--- config.mk ---
export PLATFORM = sky130hd
export DESIGN_NAME = pipe_barrel_rotator
export DESIGN_NICKNAME = d
export VERILOG_FILES = /design/src/rtl/pipe_barrel_rotator.sv
export SDC_FILE = /design/constraint.sdc
export NUM_CORES = 1
export LEC_CHECK = 0
export BUFFER_PORTS_ARGS = -buffer_cell sky130_fd_sc_hd__buf_2
export CAP_MARGIN = 20
export CORE_MARGIN = 2
export CORE_UTILIZATION = 40
export CTS_BUF_LIST = sky130_fd_sc_hd__clkbuf_2 sky130_fd_sc_hd__clkbuf_4 sky130_fd_sc_hd__clkbuf_8
export CTS_CLUSTER_DIAMETER = 100
export CTS_CLUSTER_SIZE = 8
export DETAILED_ROUTE_END_ITERATION = 8
export SKIP_LAST_GASP = 1
export SLEW_MARGIN = 20
export SYNTH_ARGS = -nofsm -noshare
export SYNTH_HDL_FRONTEND = slang
export SYNTH_SLANG_ARGS = --single-unit
--- constraint.sdc ---
create_clock -name clk -period 2.7 [get_ports clk]
set_clock_uncertainty 0.1 [all_clocks]
set_input_delay 0.27 -clock clk [delete_from_list [all_inputs] [get_ports clk]]
set_output_delay 0.27 -clock clk [all_outputs]
set_load 0.02 [all_outputs]
--- src/rtl/pipe_barrel_rotator.sv ---
// rtl/pipe_barrel_rotator.sv - pipelined barrel rotator/shifter with valid/ready flow control
module pipe_barrel_rotator #(
    parameter int WIDTH  = 64,
    parameter int STAGES = 3,
    localparam int SW    = $clog2(WIDTH)
) (
    input  logic              clk,
    input  logic              rst_n,
    input  logic              in_valid,
    output logic              in_ready,
    input  logic [WIDTH-1:0]  in_data,
    input  logic [SW-1:0]     in_shamt,
    input  logic [1:0]        in_mode,
    output logic              out_valid,
    input  logic              out_ready,
    output logic [WIDTH-1:0]  out_data,
    output logic [SW-1:0]     occupancy
);

    // Link arrays: index s is the input of stage s, index STAGES is the pipeline output.
    logic [WIDTH-1:0] l_d  [STAGES+1];
    logic             l_v  [STAGES+1];
    logic [SW-1:0]    l_sh [STAGES];
    logic [1:0]       l_md [STAGES];
    logic             advance;

    assign advance   = !out_valid || out_ready;
    assign in_ready  = advance;

    assign l_d[0]    = in_data;
    assign l_v[0]    = in_valid;
    assign l_sh[0]   = in_shamt;
    assign l_md[0]   = in_mode;

    assign out_valid = l_v[STAGES];
    assign out_data  = l_d[STAGES];

    // One mux level: every mode composes across levels, so each level just moves by amt.
    function automatic logic [WIDTH-1:0] move_level(input logic [WIDTH-1:0] d,
                                                    input logic [1:0]       md,
                                                    input int               amt);
        case (md)
            2'b00:   move_level = (d << amt) | (d >> (WIDTH - amt));
            2'b01:   move_level = (d >> amt) | (d << (WIDTH - amt));
            2'b10:   move_level = d << amt;
            default: move_level = d >> amt;
        endcase
    endfunction

    for (genvar s = 0; s < STAGES; s++) begin : g_stage
        localparam int LO = (s * SW) / STAGES;
        localparam int HI = ((s + 1) * SW) / STAGES;

        logic [WIDTH-1:0] mux_d;
        logic [WIDTH-1:0] d_q;
        logic             v_q;

        always_comb begin
            mux_d = l_d[s];
            for (int i = LO; i < HI; i++) begin
                if ((l_sh[s] & (SW'(1) << i)) != '0) begin
                    mux_d = move_level(mux_d, l_md[s], 1 << i);
                end
            end
        end

        always_ff @(posedge clk or negedge rst_n) begin
            if (!rst_n) begin
                d_q <= '0;
                v_q <= 1'b0;
            end else if (advance) begin
                d_q <= mux_d;
                v_q <= l_v[s];
            end
        end

        assign l_d[s+1] = d_q;
        assign l_v[s+1] = v_q;

        // The last stage consumes all remaining shift bits, so only earlier stages carry control.
        if (s < STAGES - 1) begin : g_carry
            logic [SW-1:0] sh_q;
            logic [1:0]    md_q;

            always_ff @(posedge clk) begin
                if (advance) begin
                    sh_q <= l_sh[s];
                    md_q <= l_md[s];
                end
            end

            assign l_sh[s+1] = sh_q;
            assign l_md[s+1] = md_q;
        end
    end

    always_comb begin
        occupancy = '0;
        for (int s = 1; s <= STAGES; s++) begin
            occupancy = occupancy + SW'(l_v[s]);
        end
    end

endmodule

# Word level (Yosys, flattened, before mapping)
# Cells that the tools add are included.
[word_totals]
latchBits = 0
memories = 0
ramBits = 0
rom_bits = 0
input_bits = 76
output_inout_bits = 72
word_cells = 47
reg_bits = 211
[classes]
shift = 0
div = 0
mul = 0
add_sub_neg = 2
order_cmp = 0
n_reduce_logical = 6
n_bitwise = 11
eq_ne = 6
mux = 12
[op_table]
columns = ["op", "count"]
rows = [
  ["64-bit one-hot mux with 3 select lines", 5],
  ["64-bit 2-to-1 mux", 6],
  ["64-bit one-hot mux with 2 select lines", 1],
  ["32-bit by 64-bit OR with 64-bit output", 1],
  ["48-bit by 64-bit OR with 64-bit output", 1],
  ["56-bit by 64-bit OR with 64-bit output", 1],
  ["60-bit by 64-bit OR with 64-bit output", 1],
  ["62-bit by 64-bit OR with 64-bit output", 1],
  ["63-bit by 64-bit OR with 64-bit output", 1],
  ["64-bit by 1-bit OR with 64-bit output", 1],
  ["64-bit by 16-bit OR with 64-bit output", 1],
  ["64-bit by 2-bit OR with 64-bit output", 1],
  ["64-bit by 4-bit OR with 64-bit output", 1],
  ["64-bit by 8-bit OR with 64-bit output", 1],
  ["6-bit by 1-bit adder with 6-bit output", 1],
  ["2-bit by 1-bit equality test with 1-bit output (second input constant)", 3],
  ["2-bit equality test (second input constant)", 3],
  ["2-bit logical NOT", 3],
  ["1-bit by 1-bit adder with 2-bit output", 1],
  ["2-bit OR reduction", 1],
  ["1-bit logical NOT", 1],
  ["1-bit logical OR", 1],
]

# Depth between registers and ports, before layout
[depth]
depth_word = 6
depth_mapped = 7

# Worst setup path before layout
# Ideal clock, no wire load.
[synth_timing]
path_kind = "reg-to-reg"
from = "register g_stage[2].v_q, in the netlist out_valid"
to = "register g_stage[0].g_carry.md_q[0] (enable)"
period_less_slack_ns = 2.276
path_stages_with_launch = 6
path_buffers = 3
setup_ns = 0.386
setup_slack_ns = 0.424
t_arrival_ns = 1.789
t_required_ns = 2.214
path_cell_list = "dfrtp_1 -> nor2b_1 -> inv_1 -> buf_2 -> buf_2 -> buf_1"
[synth_via]
elab_chain_cells = 2
[synth_lines]
columns = ["element", "line_no", "text"]
rows = [
  ["start, declared", "56", "logic v_q;"],
  ["start signal, assigned", "73", "v_q <= l_v[s];"],
  ["1-bit logical NOT", "27", "assign advance = !out_valid || out_ready;"],
  ["1-bit logical OR", "27", ""],
  ["net in_ready", "10", "output logic in_ready,"],
  ["end signal, assigned", "88", "md_q <= l_md[s];"],
  ["end, declared", "83", "logic [1:0] md_q;"],
]
# The timed path passes the listed nets, and every way through them passes these cells.
# A chain may end at the register's enable or synchronous reset.

# Worst setup path in the final report
[layout_timing]
from = "register g_stage[0].v_q"
to = "output port occupancy[2]"
[layout_via]
elab_chain_cells = 2
[layout_lines]
columns = ["element", "line_no", "text"]
rows = [
  ["start, declared", "56", ""],
  ["start signal, assigned", "73", ""],
  ["1-bit by 1-bit adder with 2-bit output", "100", "occupancy = occupancy + SW'(l_v[s]);"],
  ["6-bit by 1-bit adder with 6-bit output", "100", ""],
  ["end, declared", "17", "output logic [SW-1:0] occupancy"],
]
# No other way between the ends.

==> qor.csv <==
stage;metric;value;unit
routing;DRT Wirelength;51440;um
power_and_ir_drop;Peak VDD IR;353.2;uV
worst_setup_path;Bufs and invs on worst path;1;
power_and_ir_drop;Power Density;909.6;nW/um2
die;Initial Utilization;40.29;%
die;Die Height;203.6;um
placement;Final HPWL DP;36660;um
die;Die ar.;41440;um2
grt;largest net degree at the start of global routing;129;
worst_hold_path;Worst Hold End;g_stage[0].d_q[61];
clock_network;postcts setup bufs;0;
worst_hold_path;min-delay src;in_data[63];
synth;Post-Syn Area per Cell;9.546;um2
synth;post-synth cell types;39;
clock_network;Clock Path Buffers;3;
clock_network;clock sinks;205;
sta;unrepaired setup endpoints after global routing;false;
synth;FFs w/ async S/R, synth;95.12;%
placement;Placement Cell Area;17070;um2
sta;max_slew headroom;52.33;%
sta;setup_tns;0;ns
worst_setup_path;worst-path cell chain;ha_1, ha_1, ha_1, buf_2;
sta;fin crit period;2.244;ns
sta;period utilization;83.10;%
worst_hold_path;hold path depth;5;
grt;met2 usage in global routing;36.81;%
routing;DR pass1 iterations;5;
routing;wire per inst;22.96;um
worst_setup_path;max incr delay on CP;0.43;ns
die;row count;73;
outcome;run status;finished, final reports clean;
job;max-cap viol count;0;
cells_and_area;diodes inserted;0;
routing;DR vias;14370;
worst_setup_path;critical path class;flip-flop to output pin;
clock_network;total clock buffers created by CTS;29;
synth;Mapped Cells;1669;
worst_setup_path;Critical Path Source Type;flip-flop;
sta;max-slew violation count;0;
sta;Max Fclk;445.7;MHz
die;floorplan core area;39550;um2
placement;port bufs;144;
placement;RePlAce Congestion;0.8782;
synth;top_reg_cell synth;dfrtp_1;
worst_setup_path;Worst Path Max Fanout;4;
die;chip width;203.6;um
worst_setup_path;critical path depth;4;
sta;final hold vios;0;
power_and_ir_drop;Lkg Pwr;0.007196;uW
worst_setup_path;FF-to-FF End;g_stage[1].d_q[21];
sta;Worst-Margin Slew;0.7150;ns
grt;initial antenna violation count;1;
cells_and_area;layout cell share with drive strength beyond 1;19.94;%
synth;Seq cells post-synth;205;
grt;GRT Resource Usage Total;24.33;%
grt;M3 GR Usage;3.276;%
routing;drt first-iter violations;1334;
sta;final-report setup violation count;0;
clock_network;CTS tree;done;
synth;YS warnings;0;
cells_and_area;fin util;44.46;%
grt;met1 Usage GRT;36.68;%
worst_setup_path;setup slack, reg-to-reg;0.51;ns
worst_setup_path;FF-to-FF path depth;4;
routing;drt drc;0;
worst_setup_path;most used cell, CP;ha_1;
grt;Congestion Overflow GR;0;
synth;Post-synth EDFFs;10;
worst_hold_path;HP Class;primary input to flip-flop;
clock_network;Clock Pin Slew Worst Setup and Hold Paths;0.06;ns
worst_setup_path;worst r2r src;g_stage[0].g_carry.md_q[0];
cells_and_area;Finished Cell Area;17580;um2
grt;GR peak layer;met2;
worst_setup_path;CP required;2.33;ns
routing;DR vias/cell;6.417;
die;I/O pins;148;
synth;Seq/Total Area, Yosys;32.51;%
clock_network;CTS Hold Bufs;7;
worst_setup_path;CP Data Arrival Time;1.87;ns
worst_setup_path;family with the most delay on the worst path;adder cells;
clock_network;Skew-Pair Late Insertion Delay;0.61;ns
clock_network;PostCTS Resize Cnt;0;
grt;vias in the first global route;13000;
clock_network;clock root cell;clkbuf_8;
worst_setup_path;Worst setup EP type;output pin;
cells_and_area;Layout area overhead;10.37;%
grt;first-pass GRT wire length;80130;um
clock_network;H-tree depth;1;
synth;synthesized area;15930;um2
cells_and_area;fin nets;1790;
routing;number of routed nets with antenna violations;0;
worst_setup_path;Worst path slowest cell;dfrtp_1;
-- kinds of logic (layout without fill, tap and decap cells) --
| logic type | after synthesis | after routing | synth area share, % |
|---|---|---|---|
| compound gates | 605 | 605 | 25.77 |
| fa+ha+maj | 4 | 4 | 0.3613 |
| buf+inv | 207 | 251 | 6.172 |
| flops | 205 | 205 | 32.51 |
| mux | 288 | 288 | 25.82 |
| other cells | 1 | 3 | 0.02354 |
| simple gates | 359 | 359 | 9.345 |
-- metrics by stage --
step	total power [uW]	instances	hold slack (ns)	setup slack, ns
global placement	13600	2197	0.2425	0.5838
detailed placement	13740	2197	0.2406	0.5655
floorplan	10930	1671	-0.1256	0.4244
finish	15990	2240	0.04054	0.4563
global route	17030	2240	0.09210	0.3347
CTS	15990	2240	0.02550	0.4147
-- routing by layer --
| layer | share of wire, % | up-vias |
|---|---|---|
| li1 | - | 6598 |
| met2 | 45 | 628 |
| met5 | 0.025 | - |
| met3 | 7.5 | 71 |
| met4 | 1.9 | 2 |
| met1 | 45 | 7074 |
-- flip-flops by register name (all words and copies together) (netlist names) --
register / flops
g_stage.g_carry.sh_q: 6
g_stage.g_carry.md_q: 4
g_stage.v_q: 2
g_stage.d_q: 128
out_valid: 1
out_data: 64
-- tightest hold or removal path: stages --
cell      delay (ns)
buf_2           0.14
nand2b_1        0.09
nand3_1         0.07
o21ai_0         0.07
o21ai_0         0.07
-- Yosys cell counts, types with 24 or more instances --
cell       instances  share of area [%]
a2111oi_0         36                2.0
a211oi_1         125                5.9
a21oi_1          217                6.8
a221o_1           76                4.8
a221oi_1          28                1.5
buf_2             62                1.9
buf_4             24                1.1
clkbuf_1          95                2.2
dfrtp_1          195                 31
mux2i_1          186                 12
mux4_2            98                 14
nand2_1           35               0.82
nor2_1           260                6.1
nor3_1            33                1.0
o21ai_0           55                1.7
-- worst max path at each step --
stage,startpoint,endpoint,slack (ns)
4_1_cts,g_stage[0].v_q,occupancy[2],0.41
3_3_place_gp,in_shamt[0],g_stage[0].d_q[34],0.58
6_report,g_stage[0].v_q,occupancy[2],0.46
3_5_place_dp,in_shamt[0],g_stage[0].d_q[34],0.57
5_1_grt,g_stage[0].g_carry.sh_q[2],g_stage[1].d_q[24],0.33
2_1_floorplan,out_valid,g_stage[0].g_carry.md_q[0],0.42
-- layout by cell type (no fill, tap or decap), types with 2 or more instances in the layout --
cell | netlist | layout
a22oi_1 | 7 | 7
mux2i_1 | 186 | 186
nor2b_1 | 5 | 4
a2111oi_0 | 36 | 36
buf_12 | 0 | 19
mux4_2 | 98 | 98
edfxtp_1 | 10 | 10
a31oi_1 | 21 | 21
a211oi_1 | 125 | 125
a21oi_1 | 217 | 216
a221o_1 | 76 | 76
buf_4 | 24 | 38
mux2_2 | 4 | 4
dfrtp_1 | 195 | 195
dlygate4sd3_1 | 0 | 7
conb_1 | 1 | 3
clkbuf_4 | 0 | 5
nor3_1 | 33 | 33
o21ai_0 | 55 | 55
nand3b_1 | 18 | 18
buf_2 | 62 | 140
nor2_1 | 260 | 260
clkbuf_8 | 0 | 30
buf_6 | 5 | 2
o22ai_1 | 16 | 16
ha_1 | 3 | 3
a221oi_1 | 28 | 28
nand2b_1 | 4 | 4
a211o_1 | 14 | 14
nand2_1 | 35 | 35
inv_1 | 7 | 6
o21bai_1 | 8 | 8
-- power by group --
part | total [uW] | internal, uW | leakage (uW) | switching [uW]
clock network | 2220 | 1030 | 0.000236 | 1190
registers | 6470 | 4360 | 0.00240 | 2110
logic | 7310 | 3170 | 0.00456 | 4130
total | 16000 | 8560 | 0.00720 | 7430
-- cell type report --
| class | count | area (um2) |
|---|---|---|
| sequential | 205 | 5180 |
| tap | 525 | 656.9 |
| clock buffer | 34 | 436.7 |
| clock inverter | 2 | 12.51 |
| multi-input combinational | 1259 | 9788 |
| fill | 3845 | 21960 |
| timing repair buffer | 207 | 1473 |
| inverter | 8 | 37.54 |
Power figures use the tool's default switching activity.
